**src/rtl/hilo_muldiv_pkg.sv**
```systemverilog
`default_nettype none
// ============================================================================
// Module   : hilo_muldiv_pkg
// Brief    : Shared types and cycle-count helper for the HI/LO mul/div unit.
// Revision : 1.0 - initial release
// ============================================================================
package hilo_muldiv_pkg;

  typedef enum logic [2:0] {
    OP_MULT  = 3'd0,
    OP_MULTU = 3'd1,
    OP_DIV   = 3'd2,
    OP_DIVU  = 3'd3,
    OP_MTHI  = 3'd4,
    OP_MTLO  = 3'd5,
    OP_MADD  = 3'd6,
    OP_MSUB  = 3'd7
  } op_e;

  typedef enum logic [1:0] {
    ST_IDLE = 2'd0,
    ST_RUN  = 2'd1,
    ST_FIX  = 2'd2
  } state_e;

  // Iteration count: divide retires one quotient bit per cycle, multiply MUL_STEP bits.
  function automatic int muldiv_cycles(input int data_width, input int mul_step, input logic is_div);
    return is_div ? data_width : data_width / mul_step;
  endfunction

endpackage
`default_nettype wire

```
**src/rtl/hilo_muldiv_if.sv**
```systemverilog
`default_nettype none
// ============================================================================
// Module   : hilo_muldiv_if
// Brief    : Request/response bundle between the EX stage and the mul/div unit.
// Revision : 1.0 - initial release
// ============================================================================
interface hilo_muldiv_if #(
  parameter int DATA_WIDTH = 32
);
  logic                  Start_IN;
  logic [2:0]            Op_IN;
  logic [DATA_WIDTH-1:0] OperandA_IN;
  logic [DATA_WIDTH-1:0] OperandB_IN;
  logic                  Flush_IN;
  logic                  Busy_OUT;
  logic                  Done_OUT;
  logic                  DivZero_OUT;
  logic [DATA_WIDTH-1:0] HI_OUT;
  logic [DATA_WIDTH-1:0] LO_OUT;

  modport master (
    output Start_IN, Op_IN, OperandA_IN, OperandB_IN, Flush_IN,
    input  Busy_OUT, Done_OUT, DivZero_OUT, HI_OUT, LO_OUT
  );

  modport slave (
    input  Start_IN, Op_IN, OperandA_IN, OperandB_IN, Flush_IN,
    output Busy_OUT, Done_OUT, DivZero_OUT, HI_OUT, LO_OUT
  );
endinterface
`default_nettype wire

```
**src/rtl/muldiv_step.sv**
```systemverilog
`default_nettype none
// ============================================================================
// Module   : muldiv_step
// Brief    : One combinational iteration: MUL_STEP-bit shift-add multiply or
//            one restoring divide step on a shared {upper,lower} accumulator.
// Revision : 1.0 - initial release
// ============================================================================
module muldiv_step #(
  parameter int DATA_WIDTH = 32,
  parameter int MUL_STEP   = 1
) (
  input  logic                    mode_div,
  input  logic [2*DATA_WIDTH-1:0] acc_in,
  input  logic [DATA_WIDTH-1:0]   operand,
  output logic [2*DATA_WIDTH-1:0] acc_out
);
  localparam int W = DATA_WIDTH;

  logic [W+MUL_STEP-1:0] operand_ext;
  logic [W+MUL_STEP-1:0] addend;
  logic [W+MUL_STEP-1:0] mul_sum;
  logic [W:0]            rem_shift;
  logic [W:0]            rem_diff;

  always_comb begin
    operand_ext = {{MUL_STEP{1'b0}}, operand};
    addend      = '0;
    for (int j = 0; j < MUL_STEP; j++) begin
      if (acc_in[j]) begin
        addend = addend + (operand_ext << j);
      end
    end
    mul_sum   = {{MUL_STEP{1'b0}}, acc_in[2*W-1:W]} + addend;
    // Lower half holds the not-yet-consumed multiplier / dividend bits.
    rem_shift = {acc_in[2*W-1:W], acc_in[W-1]};
    rem_diff  = rem_shift - {1'b0, operand};

    acc_out = {mul_sum, acc_in[W-1:MUL_STEP]};
    if (mode_div) begin
      if (rem_diff[W]) begin
        acc_out = {rem_shift[W-1:0], acc_in[W-2:0], 1'b0};
      end else begin
        acc_out = {rem_diff[W-1:0], acc_in[W-2:0], 1'b1};
      end
    end
  end
endmodule
`default_nettype wire

```
**src/rtl/hilo_muldiv_unit.sv**
```systemverilog
`default_nettype none
// ============================================================================
// Module   : hilo_muldiv_unit
// Brief    : Iterative multiply/divide unit owning architectural HI/LO.
//            Define HILO_MULDIV_ACCUM_EN to implement MADD/MSUB.
// Revision : 1.0 - initial release
// ============================================================================
module hilo_muldiv_unit
  import hilo_muldiv_pkg::*;
#(
  parameter int DATA_WIDTH = 32,
  parameter int MUL_STEP   = 1
) (
  input  logic         CLOCK,
  input  logic         RESET,
  hilo_muldiv_if.slave bus
);
  localparam int W     = DATA_WIDTH;
  localparam int CNT_W = $clog2(DATA_WIDTH + 1);
  localparam int C_MUL_N = muldiv_cycles(DATA_WIDTH, MUL_STEP, 1'b0);
  localparam int C_DIV_N = muldiv_cycles(DATA_WIDTH, MUL_STEP, 1'b1);
  localparam logic [CNT_W-1:0] C_MUL_LAST = CNT_W'(C_MUL_N - 1);
  localparam logic [CNT_W-1:0] C_DIV_LAST = CNT_W'(C_DIV_N - 1);
  localparam logic [CNT_W-1:0] C_CNT_ONE  = CNT_W'(1);

  state_e           state_q, state_d;
  op_e              op_q, op_d, op_in;
  logic [CNT_W-1:0] cnt_q, cnt_d;
  logic [2*W-1:0]   acc_q, acc_d, step_acc;
  logic [W-1:0]     opb_q, opb_d;
  logic             neg_q, neg_d;
  logic             rem_neg_q, rem_neg_d;
  logic             div_zero_q, div_zero_d;
  logic [W-1:0]     hi_q, hi_d, lo_q, lo_d;
  logic             done_q, done_d;
  logic             dz_q, dz_d;

  logic             in_signed, in_is_div, a_neg, b_neg, run_div;
  logic [W-1:0]     a_mag, b_mag, quot, rem;
  logic [2*W-1:0]   prod;

  always_comb begin
    op_in     = op_e'(bus.Op_IN);
    in_signed = (op_in == OP_MULT) || (op_in == OP_DIV) ||
                (op_in == OP_MADD) || (op_in == OP_MSUB);
    in_is_div = (op_in == OP_DIV) || (op_in == OP_DIVU);
    a_neg     = in_signed & bus.OperandA_IN[W-1];
    b_neg     = in_signed & bus.OperandB_IN[W-1];
    a_mag     = a_neg ? -bus.OperandA_IN : bus.OperandA_IN;
    b_mag     = b_neg ? -bus.OperandB_IN : bus.OperandB_IN;
    run_div   = (op_q == OP_DIV) || (op_q == OP_DIVU);
    // Quotient and product share a sign; the remainder follows the dividend.
    prod      = neg_q ? -acc_q : acc_q;
    quot      = neg_q ? -acc_q[W-1:0] : acc_q[W-1:0];
    rem       = rem_neg_q ? -acc_q[2*W-1:W] : acc_q[2*W-1:W];
  end

  muldiv_step #(
    .DATA_WIDTH (DATA_WIDTH),
    .MUL_STEP   (MUL_STEP)
  ) u_step (
    .mode_div (run_div),
    .acc_in   (acc_q),
    .operand  (opb_q),
    .acc_out  (step_acc)
  );

  always_comb begin
    state_d    = state_q;
    op_d       = op_q;
    cnt_d      = cnt_q;
    acc_d      = acc_q;
    opb_d      = opb_q;
    neg_d      = neg_q;
    rem_neg_d  = rem_neg_q;
    div_zero_d = div_zero_q;
    hi_d       = hi_q;
    lo_d       = lo_q;
    done_d     = 1'b0;
    dz_d       = 1'b0;

    case (state_q)
      ST_IDLE: begin
        if (bus.Start_IN && !bus.Flush_IN) begin
          case (op_in)
            OP_MTHI: begin
              hi_d   = bus.OperandA_IN;
              done_d = 1'b1;
            end
            OP_MTLO: begin
              lo_d   = bus.OperandA_IN;
              done_d = 1'b1;
            end
`ifndef HILO_MULDIV_ACCUM_EN
            OP_MADD, OP_MSUB: begin
              done_d = 1'b1;
            end
`endif
            default: begin
              op_d       = op_in;
              acc_d      = {{W{1'b0}}, a_mag};
              opb_d      = b_mag;
              neg_d      = a_neg ^ b_neg;
              rem_neg_d  = a_neg;
              cnt_d      = '0;
              div_zero_d = in_is_div && (bus.OperandB_IN == '0);
              state_d    = (in_is_div && (bus.OperandB_IN == '0)) ? ST_FIX : ST_RUN;
            end
          endcase
        end
      end

      ST_RUN: begin
        if (bus.Flush_IN) begin
          state_d = ST_IDLE;
        end else begin
          acc_d = step_acc;
          cnt_d = cnt_q + C_CNT_ONE;
          if (cnt_q == (run_div ? C_DIV_LAST : C_MUL_LAST)) begin
            state_d = ST_FIX;
          end
        end
      end

      ST_FIX: begin
        state_d = ST_IDLE;
        if (!bus.Flush_IN) begin
          done_d = 1'b1;
          if (div_zero_q) begin
            dz_d = 1'b1;
          end else begin
            case (op_q)
              OP_DIV, OP_DIVU: begin
                lo_d = quot;
                hi_d = rem;
              end
`ifdef HILO_MULDIV_ACCUM_EN
              OP_MADD: {hi_d, lo_d} = {hi_q, lo_q} + prod;
              OP_MSUB: {hi_d, lo_d} = {hi_q, lo_q} - prod;
`endif
              default: {hi_d, lo_d} = prod;
            endcase
          end
        end
      end

      default: state_d = ST_IDLE;
    endcase
  end

  always_ff @(posedge CLOCK) begin
    if (RESET) begin
      state_q    <= ST_IDLE;
      op_q       <= OP_MULT;
      cnt_q      <= '0;
      acc_q      <= '0;
      opb_q      <= '0;
      neg_q      <= 1'b0;
      rem_neg_q  <= 1'b0;
      div_zero_q <= 1'b0;
      hi_q       <= '0;
      lo_q       <= '0;
      done_q     <= 1'b0;
      dz_q       <= 1'b0;
    end else begin
      state_q    <= state_d;
      op_q       <= op_d;
      cnt_q      <= cnt_d;
      acc_q      <= acc_d;
      opb_q      <= opb_d;
      neg_q      <= neg_d;
      rem_neg_q  <= rem_neg_d;
      div_zero_q <= div_zero_d;
      hi_q       <= hi_d;
      lo_q       <= lo_d;
      done_q     <= done_d;
      dz_q       <= dz_d;
    end
  end

  assign bus.Busy_OUT    = (state_q != ST_IDLE);
  assign bus.Done_OUT    = done_q;
  assign bus.DivZero_OUT = dz_q;
  assign bus.HI_OUT      = hi_q;
  assign bus.LO_OUT      = lo_q;
endmodule
`default_nettype wire
```
**src/flat_wrapper.sv**
```systemverilog
// flat-port wrapper written by rule: the top's interface ports become plain ports
module hilo_muldiv_unit_flat import hilo_muldiv_pkg::*;
#(
  parameter int DATA_WIDTH = 32,
  parameter int MUL_STEP   = 1
)
  (CLOCK, RESET, bus_Start_IN, bus_Op_IN, bus_OperandA_IN, bus_OperandB_IN, bus_Flush_IN, bus_Busy_OUT, bus_Done_OUT, bus_DivZero_OUT, bus_HI_OUT, bus_LO_OUT);
  hilo_muldiv_if #(.DATA_WIDTH(DATA_WIDTH)) bus_i ();
  input  logic CLOCK;
  input  logic RESET;
  input wire logic [$bits(bus_i.Start_IN)-1:0] bus_Start_IN;
  input wire logic [$bits(bus_i.Op_IN)-1:0] bus_Op_IN;
  input wire logic [$bits(bus_i.OperandA_IN)-1:0] bus_OperandA_IN;
  input wire logic [$bits(bus_i.OperandB_IN)-1:0] bus_OperandB_IN;
  input wire logic [$bits(bus_i.Flush_IN)-1:0] bus_Flush_IN;
  output wire logic [$bits(bus_i.Busy_OUT)-1:0] bus_Busy_OUT;
  output wire logic [$bits(bus_i.Done_OUT)-1:0] bus_Done_OUT;
  output wire logic [$bits(bus_i.DivZero_OUT)-1:0] bus_DivZero_OUT;
  output wire logic [$bits(bus_i.HI_OUT)-1:0] bus_HI_OUT;
  output wire logic [$bits(bus_i.LO_OUT)-1:0] bus_LO_OUT;
  assign bus_i.Start_IN = bus_Start_IN;
  assign bus_i.Op_IN = bus_Op_IN;
  assign bus_i.OperandA_IN = bus_OperandA_IN;
  assign bus_i.OperandB_IN = bus_OperandB_IN;
  assign bus_i.Flush_IN = bus_Flush_IN;
  assign bus_Busy_OUT = bus_i.Busy_OUT;
  assign bus_Done_OUT = bus_i.Done_OUT;
  assign bus_DivZero_OUT = bus_i.DivZero_OUT;
  assign bus_HI_OUT = bus_i.HI_OUT;
  assign bus_LO_OUT = bus_i.LO_OUT;
  hilo_muldiv_unit #(.DATA_WIDTH(DATA_WIDTH), .MUL_STEP(MUL_STEP)) u_core (.CLOCK(CLOCK), .RESET(RESET), .bus(bus_i));
endmodule
```
**config.mk**
```make
export PLATFORM = sky130hd
export DESIGN_NAME = hilo_muldiv_unit_flat
export DESIGN_NICKNAME = d
export VERILOG_FILES = /design/src/rtl/hilo_muldiv_pkg.sv /design/src/rtl/hilo_muldiv_if.sv /design/src/rtl/muldiv_step.sv /design/src/rtl/hilo_muldiv_unit.sv /design/src/flat_wrapper.sv
export SDC_FILE = /design/constraint.sdc
export NUM_CORES = 1
export LEC_CHECK = 0
export CAP_MARGIN = 20
export CORE_MARGIN = 4
export CORE_UTILIZATION = 45
export DETAILED_ROUTE_END_ITERATION = 16
export PLACE_DENSITY = 0.76
export SYNTH_ARGS = -nofsm -noshare
export SYNTH_HDL_FRONTEND = slang
export SYNTH_SLANG_ARGS = --single-unit
```
**constraint.sdc**
```tcl
create_clock -name CLOCK -period 5.21 [get_ports CLOCK]
set_input_delay 0.7815 -clock CLOCK [delete_from_list [all_inputs] [get_ports CLOCK]]
set_output_delay 0.7815 -clock CLOCK [all_outputs]
set_load 0.02 [all_outputs]
```
==> flow_summary.yaml <==
status:
  status: "finished, final reports clean"
clock_tree:
  clock-sinks: 175
  clkTransAtPathRegs_ns: 0.08
  htreeDepth: 4
  cts_tree: "built"
  cts_buffers: 17
  cts_setup_buffers: 0
  cts_hold_buf: 0
  worstSkewPairLatency_ns: 0.45
  clockBufferDepth: 2
  post_cts_resized: 0
  cts-root-buf: "clkbuf_16"
pwr:
  powerDensity_nw_per_um2: 226.7
  total_leakage_power_nw: 6.031
  total_power_mw: 3.694
  ir_drop_mv: 0.2132
synthesis:
  synth-edff-count: 0
  syn_inst: 1964
  synthMuxAreaShare: 0.02218
  synth_area_leaders: "dfxtp_1, a21oi_1, nand2_1"
  syn_area_per_cell_um2: 7.182
  yosysMostFrequentCell: "nand2_1"
  yosysWarningCount: 0
  ys.flop_type: "dfxtp_1"
  syn_area_um2: 14100
  yosysSeqAreaShare: 0.2484
  synth.distinct_cells: 81
  yosysTopAreaCell: "dfxtp_1"
  syn_nets: 2106
  yosys.area.top_type_share: 0.2484
  synth_adder_area_share: 0.06405
  synth_seq_cells: 175
  synthArstFlopShare: 0
  synth-simple-area-share: 0.2378
  synth_compound_area_frac: 0.2702
  ys_top_cells_by_count: "nand2_1, nor2_1, a21oi_1, dfxtp_1, o21ai_0"
  synth_top_family_by_area: "compound AO/OA/AOI/OAI gates"
  yosys.area_share.xor_xnor: 0.1043
routing:
  wl_per_cell_um: 19.96
  num_vias: 15155
  dr.max_layer_used: "met4"
  drt-met1-wl_mm: 20.15
  drt_pass1_iterations: 8
  wl_met3_mm: 4.168
  drtIter0Drc: 1444
  route.met2.wl_mm: 22.37
  vias_per_cell: 6.242
  finalWirelength_mm: 48.46
  drc: 0
  antenna_left: 0
sta:
  fin_worst_skew_ns: 0.01480
  hold_violations: 0
  setup_tns_ns: 0
  min_period_over_period: 0.7595
  fin_crit_ns: 3.957
  rsz0062_at_grt: "false"
  relSlewSlack: 0.2601
  fin_ws_ns: 1.253
  whs_ns: 0.4687
  max_freq_mhz: 252.7
  setup_viol: 0
  slew_violations: 0
  worst_pin_slew_ns: 1.082
hold_path:
  hp-class: "flip-flop to flip-flop"
global_routing:
  track_usage: 0.2755
  grt_pass1_vias: 13976
  grt_max_degree: 71
  antenna_found_initial: 0
  overflow: 0
  grt_pass1_wl_mm: 75.98
placed_design:
  gp_congestion: 0.9822
  numPortBuffers: 137
  dp_hpwl_mm: 36.63
  place_ws_ns: 1.361
  place_area_um2: 15650
  dpl.cell_count: 2396
setup_path:
  cp_max_fo: 9
  cp-end-kind: "flip-flop"
  criticalPathCategory: "flip-flop to flip-flop"
  cp.required_ns: 5.56
  worst_ep_arrival_time_ns: 4.30
  startpoint_type: "flip-flop"
job:
  maxCapViolCount: 0
die:
  design.core.area_um2: 30750
  die_area_um2: 34240
  rows: 64
  start_util: 0.4587
  pin_count: 138
  die_w_um: 185.0
  die_y_um: 185.0
cells_and_area:
  final.fill_count: 2934
  syn2layout_area_growth_pct: 15.53
  fin_util: 0.5299
  multi_input_area_um2: 9887
  diodes: 0
  drive_above_1_share: 0.03839
  final_area_um2: 16300
  finalNetCount: 2161
  regArea_um2: 3503
  finalNonFillerCells: 2428
## path summary, 6_finish.rpt
path / start / end / slack [ns] / cells after the start
setup reg to reg: u_core.acc_q[31]$_SDFFE_PP0P_ / u_core.acc_q[58]$_SDFFE_PP0P_ / 1.25 / 13
hold / removal: u_core.bus.HI_OUT[25]$_SDFFE_PP0P_ / u_core.bus.HI_OUT[25]$_SDFFE_PP0P_ / 0.47 / 1
setup / recovery: u_core.acc_q[31]$_SDFFE_PP0P_ / u_core.acc_q[58]$_SDFFE_PP0P_ / 1.25 / 13
hold reg to reg: u_core.bus.HI_OUT[25]$_SDFFE_PP0P_ / u_core.bus.HI_OUT[25]$_SDFFE_PP0P_ / 0.47 / 1
## cell usage in the layout, fill, tap and decap left out, types with 17 or more instances in the layout
cell type,n
a21oi_1,198
nand3_1,46
xnor2_1,92
clkbuf_16,17
o211ai_1,37
nor2_1,227
xor2_1,76
inv_1,63
a22oi_1,18
a31oi_1,19
clkdlybuf4s50_1,136
mux2i_1,29
or3_1,19
a21o_1,25
dfxtp_1,175
a211oi_1,65
nor4_1,19
ha_1,69
nand2b_1,20
o21ai_0,117
or4_1,19
o31ai_1,21
nand2_1,248
nor3_1,48
buf_4,22
## cells by family (layout without fill, tap and decap cells)
kind of cell	Yosys count	count (layout)
simple gates	729	729
compound gates	604	604
buf+inv	186	254
flops	175	175
xor+xnor	168	168
fa+ha+maj	71	71
mux	31	31
## final cells by class
| class | count | area share |
|---|---|---|
| multi-input cells | 1603 | 0.6067 |
| flip-flops and latches | 175 | 0.2150 |
| repair buffers | 158 | 0.09367 |
| well taps | 396 | 0.03041 |
| clock buffers | 17 | 0.02611 |
| inverters | 64 | 0.01474 |
| clock inverters | 15 | 0.01336 |
## worst max-delay path, cell delays in order, from the launching register on
cell      delay [ns]
dfxtp_1         0.38
inv_1           0.13
ha_1            0.23
fa_1            0.42
nand2b_1        0.19
a21o_1          0.21
a211o_1         0.32
a22oi_1         0.35
a21o_1          0.24
or3_4           0.15
and2_1          0.32
buf_4           0.27
mux2_1          0.33
a221o_1         0.31
## routing by layer
layer / up-vias / track usage
met5: - / 0
met4: 0 / 0.1060
met3: 101 / 0.04104
met2: 787 / 0.4593
met1: 7083 / 0.3607
li1: 7184 / -
## power breakdown
part           internal (mW)  switching, mW
Sequential              1.38         0.0481
Combinational          0.323          0.513
Clock                  0.783          0.647
## sequential cells by signal (all words and copies together) (netlist names)
name / cells
u_core.bus.DivZero_OUT: 1
u_core.opb_q: 32
u_core.rem_neg_q: 1
u_core.bus.HI_OUT: 32
u_core.neg_q: 1
u_core.div_zero_q: 1
u_core.bus.LO_OUT: 32
u_core.cnt_q: 6
u_core.acc_q: 64
u_core.op_q: 2
u_core.bus.Done_OUT: 1
u_core.state_q: 2
Power figures use the tool's default switching activity.
